`config.mk`:
```
export PLATFORM = sky130hd
export DESIGN_NAME = irq_scheduler_flat
export DESIGN_NICKNAME = d
export VERILOG_FILES = /design/src/rtl/irq_scheduler_pkg.sv /design/src/rtl/irq_scheduler_if.sv /design/src/rtl/irq_scheduler_scanline_counter.sv /design/src/rtl/irq_scheduler.sv /design/src/flat_wrapper.sv
export SDC_FILE = /design/constraint.sdc
export NUM_CORES = 1
export LEC_CHECK = 0
export ABC_CLOCK_PERIOD_IN_PS = 3200
export CORE_UTILIZATION = 53
export DETAILED_ROUTE_END_ITERATION = 10
export GPL_TIMING_DRIVEN = 0
export PLACE_DENSITY = 0.93
export SYNTH_ARGS = -nofsm -noshare
export SYNTH_HDL_FRONTEND = slang
export SYNTH_SLANG_ARGS = --single-unit
```
`constraint.sdc`:
```
create_clock -name clk -period 3.2 [get_ports clk]
set_clock_uncertainty 0.05 [all_clocks]
set_input_delay 0.64 -clock clk [delete_from_list [all_inputs] [get_ports clk]]
set_output_delay 0.64 -clock clk [all_outputs]
set_load 0.03 [all_outputs]
```
`src/rtl/irq_scheduler_pkg.sv`:
```
// Shared types and constants for the i8080 interrupt scheduler.
// The RST opcodes live here so the CPU data-in mux can reuse them.
package irq_scheduler_pkg;

    // Handshake sequencer states
    typedef enum logic [1:0] {
        ST_IDLE = 2'd0,
        ST_REQ  = 2'd1,
        ST_ACK  = 2'd2
    } state_t;

    // Debug view of the scheduler, bound by checkers and the bench
    typedef struct packed {
        state_t state;        // current sequencer state
        logic   inte_blocked; // request is up but the CPU has interrupts masked
        logic   mid_pend;     // RST 1 pending
        logic   vbl_pend;     // RST 2 pending
    } dbg_t;

    localparam logic [7:0] RST1_OP = 8'hCF;
    localparam logic [7:0] RST2_OP = 8'hD7;
    localparam logic [7:0] NOP_OP  = 8'h00;

    localparam int LINE_W       = 9;
    localparam int DEF_LINES    = 262;
    localparam int DEF_MID_LINE = 96;
    localparam int DEF_VBL_LINE = 224;

    // Saturating 8-bit increment used by the overrun counter
    function automatic logic [7:0] sat_inc8(input logic [7:0] v);
        return (v == 8'hFF) ? v : v + 8'd1;
    endfunction

endpackage

```
`src/rtl/irq_scheduler_if.sv`:
```
// INT/INTA handshake between the scheduler and the i8080.
//
// Handshake: int_req is the scheduler's "valid"; it holds int_data stable
// while high and keeps it frozen until inta falls. inta is the CPU's "ready"
// and is a level held high for the whole acknowledge fetch. A transfer is
// taken on the first edge where int_req=1 and inta=1; int_req then drops for
// the remainder of the fetch so the CPU cannot take the same vector twice.
// inte reports the CPU's interrupt-enable flip-flop and is advisory only.
interface irq_scheduler_if;
    logic       int_req;
    logic [7:0] int_data;
    logic       inta;
    logic       inte;

    modport master (
        output int_req,
        output int_data,
        input  inta,
        input  inte
    );

    modport slave (
        input  int_req,
        input  int_data,
        output inta,
        output inte
    );
endinterface

```
`src/rtl/irq_scheduler_scanline_counter.sv`:
```
// Scanline counter: advances on each line strobe, wraps at the end of the
// frame and emits one-cycle event pulses when the new line hits the mid-screen
// or vblank line. Pulses are registered, so they appear one edge after the tick.
module scanline_counter
    import irq_scheduler_pkg::*;
#(
    parameter int LINES    = DEF_LINES,
    parameter int MID_LINE = DEF_MID_LINE,
    parameter int VBL_LINE = DEF_VBL_LINE
) (
    input  logic              clk,
    input  logic              rst_n,
    input  logic              line_tick,
    output logic [LINE_W-1:0] line,
    output logic              mid_evt,
    output logic              vbl_evt
);

    logic [LINE_W-1:0] line_n;

    // Next line value with wrap at LINES-1
    always_comb begin
        line_n = line;
        if (line_tick) begin
            if (line == LINE_W'(LINES - 1)) begin
                line_n = '0;
            end else begin
                line_n = line + LINE_W'(1);
            end
        end
    end

    // Line register and event pulses compared against the new line value
    always_ff @(posedge clk or negedge rst_n) begin
        if (!rst_n) begin
            line    <= '0;
            mid_evt <= 1'b0;
            vbl_evt <= 1'b0;
        end else begin
            line    <= line_n;
            mid_evt <= line_tick && (line_n == LINE_W'(MID_LINE));
            vbl_evt <= line_tick && (line_n == LINE_W'(VBL_LINE));
        end
    end

endmodule

```
`src/rtl/irq_scheduler.sv`:
```
// Space Invaders interrupt scheduler: turns scanline events into RST 1 / RST 2
// requests for the i8080, sequences INT/INTA and supplies the RST opcode
// during the acknowledge fetch. Pending flags remember one event per vector;
// an event for a vector that is still pending is dropped and counted.
module irq_scheduler
    import irq_scheduler_pkg::*;
#(
    parameter int         LINES    = DEF_LINES,
    parameter int         MID_LINE = DEF_MID_LINE,
    parameter int         VBL_LINE = DEF_VBL_LINE,
    parameter logic [7:0] MID_VEC  = RST1_OP,
    parameter logic [7:0] VBL_VEC  = RST2_OP
) (
    input  logic                  clk,
    input  logic                  rst_n,
    input  logic                  line_tick,
    input  logic                  irq_en,
    irq_scheduler_if.master       cpu,
    output logic [LINE_W-1:0]     line,
    output logic [7:0]            overrun_cnt,
    output dbg_t                  dbg
);

    logic mid_evt;
    logic vbl_evt;

    scanline_counter #(
        .LINES    (LINES),
        .MID_LINE (MID_LINE),
        .VBL_LINE (VBL_LINE)
    ) u_lines (
        .clk       (clk),
        .rst_n     (rst_n),
        .line_tick (line_tick),
        .line      (line),
        .mid_evt   (mid_evt),
        .vbl_evt   (vbl_evt)
    );

    state_t     state;
    state_t     state_n;
    logic       mid_pend;
    logic       vbl_pend;
    logic       order;       // 1: vblank is the older pending vector
    logic       served_vbl;  // vector frozen at acknowledge
    logic       int_req_r;
    logic [7:0] int_data_r;

    logic       mid_pend_n;
    logic       vbl_pend_n;
    logic       order_n;
    logic       served_vbl_n;
    logic       int_req_n;
    logic [7:0] int_data_n;
    logic [7:0] overrun_n;

    logic       flush;
    logic       serve_done;
    logic       capture;
    logic       head_vbl;
    logic       head_vbl_n;
    logic       other_pend;
    logic       mid_hit;
    logic       vbl_hit;
    logic       mid_new;
    logic       vbl_new;

    assign head_vbl   = vbl_pend & (~mid_pend | order);
    assign other_pend = served_vbl ? mid_pend : vbl_pend;
    assign mid_hit    = mid_evt & irq_en;
    assign vbl_hit    = vbl_evt & irq_en;
    assign mid_new    = mid_hit & ~mid_pend;
    assign vbl_new    = vbl_hit & ~vbl_pend;

    // Sequencer next state: IDLE -> REQ on any pending, REQ -> ACK on inta,
    // ACK exits when inta falls; a disable flushes everything except mid-ACK.
    always_comb begin
        state_n    = state;
        flush      = 1'b0;
        serve_done = 1'b0;
        capture    = 1'b0;
        unique case (state)
            ST_IDLE: begin
                if (!irq_en) begin
                    flush = 1'b1;
                end else if (mid_pend || vbl_pend) begin
                    state_n = ST_REQ;
                end
            end
            ST_REQ: begin
                // The CPU is already fetching once inta is high, so it wins
                // over a same-cycle disable; the flush then happens at ACK exit.
                if (cpu.inta) begin
                    state_n = ST_ACK;
                    capture = 1'b1;
                end else if (!irq_en) begin
                    flush   = 1'b1;
                    state_n = ST_IDLE;
                end
            end
            ST_ACK: begin
                if (!cpu.inta) begin
                    if (!irq_en) begin
                        flush   = 1'b1;
                        state_n = ST_IDLE;
                    end else begin
                        serve_done = 1'b1;
                        state_n    = other_pend ? ST_REQ : ST_IDLE;
                    end
                end
            end
            default: begin
                state_n = ST_IDLE;
            end
        endcase
    end

    // Pending flags, age order and overrun accounting for the next edge
    always_comb begin
        mid_pend_n   = mid_pend;
        vbl_pend_n   = vbl_pend;
        order_n      = order;
        served_vbl_n = capture ? head_vbl : served_vbl;
        overrun_n    = overrun_cnt;

        if (flush || (serve_done && !served_vbl)) begin
            mid_pend_n = 1'b0;
        end
        if (flush || (serve_done && served_vbl)) begin
            vbl_pend_n = 1'b0;
        end
        // A fresh event only sets a flag that is clear; a hit on a set flag
        // (including the one being served) is lost and counted instead.
        if (mid_new) begin
            mid_pend_n = 1'b1;
            order_n    = vbl_pend_n;
        end
        if (vbl_new) begin
            vbl_pend_n = 1'b1;
            order_n    = ~mid_pend_n;
        end
        if ((mid_hit && mid_pend) || (vbl_hit && vbl_pend)) begin
            overrun_n = sat_inc8(overrun_cnt);
        end
    end

    assign head_vbl_n = vbl_pend_n & (~mid_pend_n | order_n);

    // Registered CPU-facing outputs decoded from the next state
    always_comb begin
        int_req_n  = 1'b0;
        int_data_n = NOP_OP;
        unique case (state_n)
            ST_REQ: begin
                int_req_n  = 1'b1;
                int_data_n = head_vbl_n ? VBL_VEC : MID_VEC;
            end
            ST_ACK: begin
                int_data_n = served_vbl_n ? VBL_VEC : MID_VEC;
            end
            default: begin
                int_data_n = NOP_OP;
            end
        endcase
    end

    // State and bookkeeping registers
    always_ff @(posedge clk or negedge rst_n) begin
        if (!rst_n) begin
            state       <= ST_IDLE;
            mid_pend    <= 1'b0;
            vbl_pend    <= 1'b0;
            order       <= 1'b0;
            served_vbl  <= 1'b0;
            int_req_r   <= 1'b0;
            int_data_r  <= NOP_OP;
            overrun_cnt <= 8'd0;
        end else begin
            state       <= state_n;
            mid_pend    <= mid_pend_n;
            vbl_pend    <= vbl_pend_n;
            order       <= order_n;
            served_vbl  <= served_vbl_n;
            int_req_r   <= int_req_n;
            int_data_r  <= int_data_n;
            overrun_cnt <= overrun_n;
        end
    end

    assign cpu.int_req  = int_req_r;
    assign cpu.int_data = int_data_r;

    assign dbg.state        = state;
    assign dbg.inte_blocked = (state == ST_REQ) && !cpu.inte;
    assign dbg.mid_pend     = mid_pend;
    assign dbg.vbl_pend     = vbl_pend;

endmodule
```
`src/flat_wrapper.sv`:
```
// flat-port wrapper written by rule: the top's interface ports become plain ports
module irq_scheduler_flat import irq_scheduler_pkg::*;
#(
    parameter int         LINES    = DEF_LINES,
    parameter int         MID_LINE = DEF_MID_LINE,
    parameter int         VBL_LINE = DEF_VBL_LINE,
    parameter logic [7:0] MID_VEC  = RST1_OP,
    parameter logic [7:0] VBL_VEC  = RST2_OP
)
  (clk, rst_n, line_tick, irq_en, line, overrun_cnt, dbg, cpu_int_req, cpu_int_data, cpu_inta, cpu_inte);
  irq_scheduler_if cpu_i ();
  input  logic clk;
  input  logic rst_n;
  input  logic line_tick;
  input  logic irq_en;
  output logic [LINE_W-1:0] line;
  output logic [7:0] overrun_cnt;
  output dbg_t dbg;
  output wire logic [$bits(cpu_i.int_req)-1:0] cpu_int_req;
  output wire logic [$bits(cpu_i.int_data)-1:0] cpu_int_data;
  input wire logic [$bits(cpu_i.inta)-1:0] cpu_inta;
  input wire logic [$bits(cpu_i.inte)-1:0] cpu_inte;
  assign cpu_int_req = cpu_i.int_req;
  assign cpu_int_data = cpu_i.int_data;
  assign cpu_i.inta = cpu_inta;
  assign cpu_i.inte = cpu_inte;
  irq_scheduler #(.LINES(LINES), .MID_LINE(MID_LINE), .VBL_LINE(VBL_LINE), .MID_VEC(MID_VEC), .VBL_VEC(VBL_VEC)) u_core (.clk(clk), .rst_n(rst_n), .line_tick(line_tick), .irq_en(irq_en), .cpu(cpu_i), .line(line), .overrun_cnt(overrun_cnt), .dbg(dbg));
endmodule
```
==> flow_summary.json <==
{
  "synth_flop_cell": "dfrtp_1",
  "crit_fanout": 5,
  "grt_start_max_net_pins": 30,
  "syn_area_per_cell_um2": 9.90,
  "grt_pass1_wl_mm": 5.82,
  "rsz0062_at_grt": "false",
  "finalSetupTns_ps": 0,
  "cts_hold_buf": 0,
  "status": "complete, but fails checks",
  "cts_tree": "yes",
  "boundaryPins": 37,
  "diodes": 0,
  "regArea_um2": 726,
  "cts_root_buf": "clkbuf_4",
  "async_flop_share_pct": 100,
  "dieArea_um2": 3270,
  "grt_overflow": 0,
  "synth_area_leaders": "dfrtp_1 (45%), ha_1 (7.0%), xor2_1 (6.0%), nand2_1 (4.0%), buf_4 (3.3%)",
  "slew_headroom_pct": 58.1,
  "fmax_mhz": 385,
  "worstSetupEndpointType": "primary output",
  "worstSkewPairLatency_ps": 330,
  "yosysWarnings": 0,
  "groute.usage.overall_pct": 24.0,
  "cts-buffers-inserted": 5,
  "finalMaxSlewViolations": 0,
  "numPortBuffers": 34,
  "synth_seq_cells": 29,
  "synth_nets": 178,
  "worst_hold_path_type": "in2async",
  "clkTransAtPathRegs_ps": 90,
  "pre_cts_slack_ps": 642,
  "hold_viol": 0,
  "coreArea_um2": 2830,
  "syn_area_um2": 1610,
  "multi_input_area_um2": 771,
  "antenna_found_initial": 0,
  "synthCells": 163,
  "layout-drive-gt1-share_pct": 10.2,
  "dpl.hpwl_mm": 2.44,
  "setup_viol": 0,
  "wl_per_cell_um": 14.0,
  "p_total_mw": 1.17,
  "fin_crit_sh_pct": 81.3,
  "grt_pass1_vias": 1309,
  "post_cts_buffers": 0,
  "vias_per_cell": 5.40,
  "worstMarginPinSlew_ps": 629,
  "period_needed_ps": 2600,
  "synth_common_cells": "dfrtp_1 (29), nand2_1 (17), inv_1 (12)",
  "vdd_drop_max_v": 0.000602,
  "start_kind": "flip-flop",
  "syn_to_final_growth_pct": 26.2,
  "start_util_pct": 57.1,
  "setup_ws_ps": 600,
  "wl_mm": 3.31,
  "globalplace.congestion": 0.769,
  "postRouteAntennaNets": 0,
  "synth_cell_types": 40,
  "die_x_um": 57.2,
  "crit_required_ps": 2510,
  "power_leakage_nw": 0.967,
  "powerDensity_nw_per_um2": 574,
  "nets": 219,
  "rows": 19,
  "vias": 1275,
  "synth_top_area_share_pct": 45.0,
  "yosysMostFrequentCell": "dfrtp_1",
  "post_cts_resized": 0,
  "ys_seq_area_share_pct": 45.0,
  "cap_violations": 0,
  "critPathKind": "reg2out",
  "drcViolationCount": 2,
  "htreeDepth": 2,
  "die_h_um": 57.2,
  "cp.arrival_ps": 1910,
  "fill_cells": 211,
  "firstDrtPassIters": 7,
  "drt_iter0_drc": 60,
  "cts.sinks": 29,
  "cts_buffer_depth": 2,
  "failed_checks": "DRC",
  "synth_edf_count": 0,
  "yosysTopAreaCell": "dfrtp_1"
}
## power by group
group / internal, mW / leakage [nW] / switching (mW)
registers: 0.413 / 0.385 / 0.0728
logic: 0.207 / 0.555 / 0.263
clock network: 0.0873 / 0.0265 / 0.126
total: 0.707 / 0.967 / 0.461
## worst max-delay path: stages, from the launching register on
cell             delay (ps)
dfrtp_1                 420
inv_1                   120
ha_1                    220
nor2b_1                 140
clkdlybuf4s50_1         670
## kinds of logic (layout without fill, tap and decap cells)
logic type | after synthesis | count (layout) | share of synthesized area, %
and+or+nand+nor | 57 | 57 | 19.1
DFF | 29 | 29 | 45.0
AOI/OAI and AO/OA | 28 | 28 | 11.6
buffers and inverters | 22 | 64 | 7.29
xor gates and xnor gates | 14 | 14 | 7.60
adders and majority gates | 9 | 9 | 6.98
muxes | 3 | 3 | 2.25
other | 1 | 1 | 0.232
## area by class of cell
class | count | share of cell area [%]
tap | 31 | 1.90
buffer | 10 | 3.56
sequential | 29 | 35.6
timing repair buffer | 34 | 16.5
inverter | 12 | 2.21
multi-input combinational | 112 | 37.8
clock buffer | 8 | 2.40
## flip-flops by register name, indices dropped and copies added (netlist names)
| name | flops |
|---|---|
| u_core.cpu.int_data | 3 |
| u_core.vbl_pend | 1 |
| u_core.overrun_cnt | 8 |
| u_core.u_lines.mid_evt | 1 |
| u_core.served_vbl | 1 |
| u_core.mid_pend | 1 |
| u_core.u_lines.line | 9 |
| u_core.u_lines.vbl_evt | 1 |
| u_core.order | 1 |
| u_core.state | 2 |
| u_core.cpu.int_req | 1 |
## final timing paths
kind	slack [ps]	startpoint	cells after the start	to
worst max-delay path	600	u_core.state[1]	4	dbg[2]
min in group clk	470	u_core.overrun_cnt[6]	1	u_core.overrun_cnt[6]
worst min-delay path	260	rst_n	1	u_core.overrun_cnt[1]
worst min register to register	470	u_core.overrun_cnt[6]	1	u_core.overrun_cnt[6]
max in group asynchronous	2430	rst_n	1	u_core.cpu.int_req
worst max register to register	1110	u_core.state[1]	10	u_core.cpu.int_data[4]
## cell usage in the layout (no fill, tap or decap), drive strengths merged, types with 5 or more instances in the layout
cell type / instances
nand3: 7
inv: 12
nor2b: 5
xor2: 11
nor2: 10
clkdlybuf4s50: 33
dfrtp: 29
o21ai: 9
clkbuf: 8
ha: 9
buf: 11
nand2: 17
## metal layers
metal  part of all wire, %  vias to the layer above  track usage [%]
li1                      -                      630                -
met4                   1.7                        0             11.8
met2                    50                       34             39.0
met1                    44                      605             28.8
met5                     0                        -                0
met3                   4.5                        6             7.94
## per-stage QoR
stage	hold slack [ps]	instances	instance area, um^2	util, %
floorplan	294	163	1610	-
global placement	430	228	1990	70.5
detailed placement	457	228	1990	70.5
CTS	471	236	2040	72.2
global route	298	236	2040	72.0
finish	261	236	2040	72.0
Note: power is estimated with default switching activity, not from simulation.
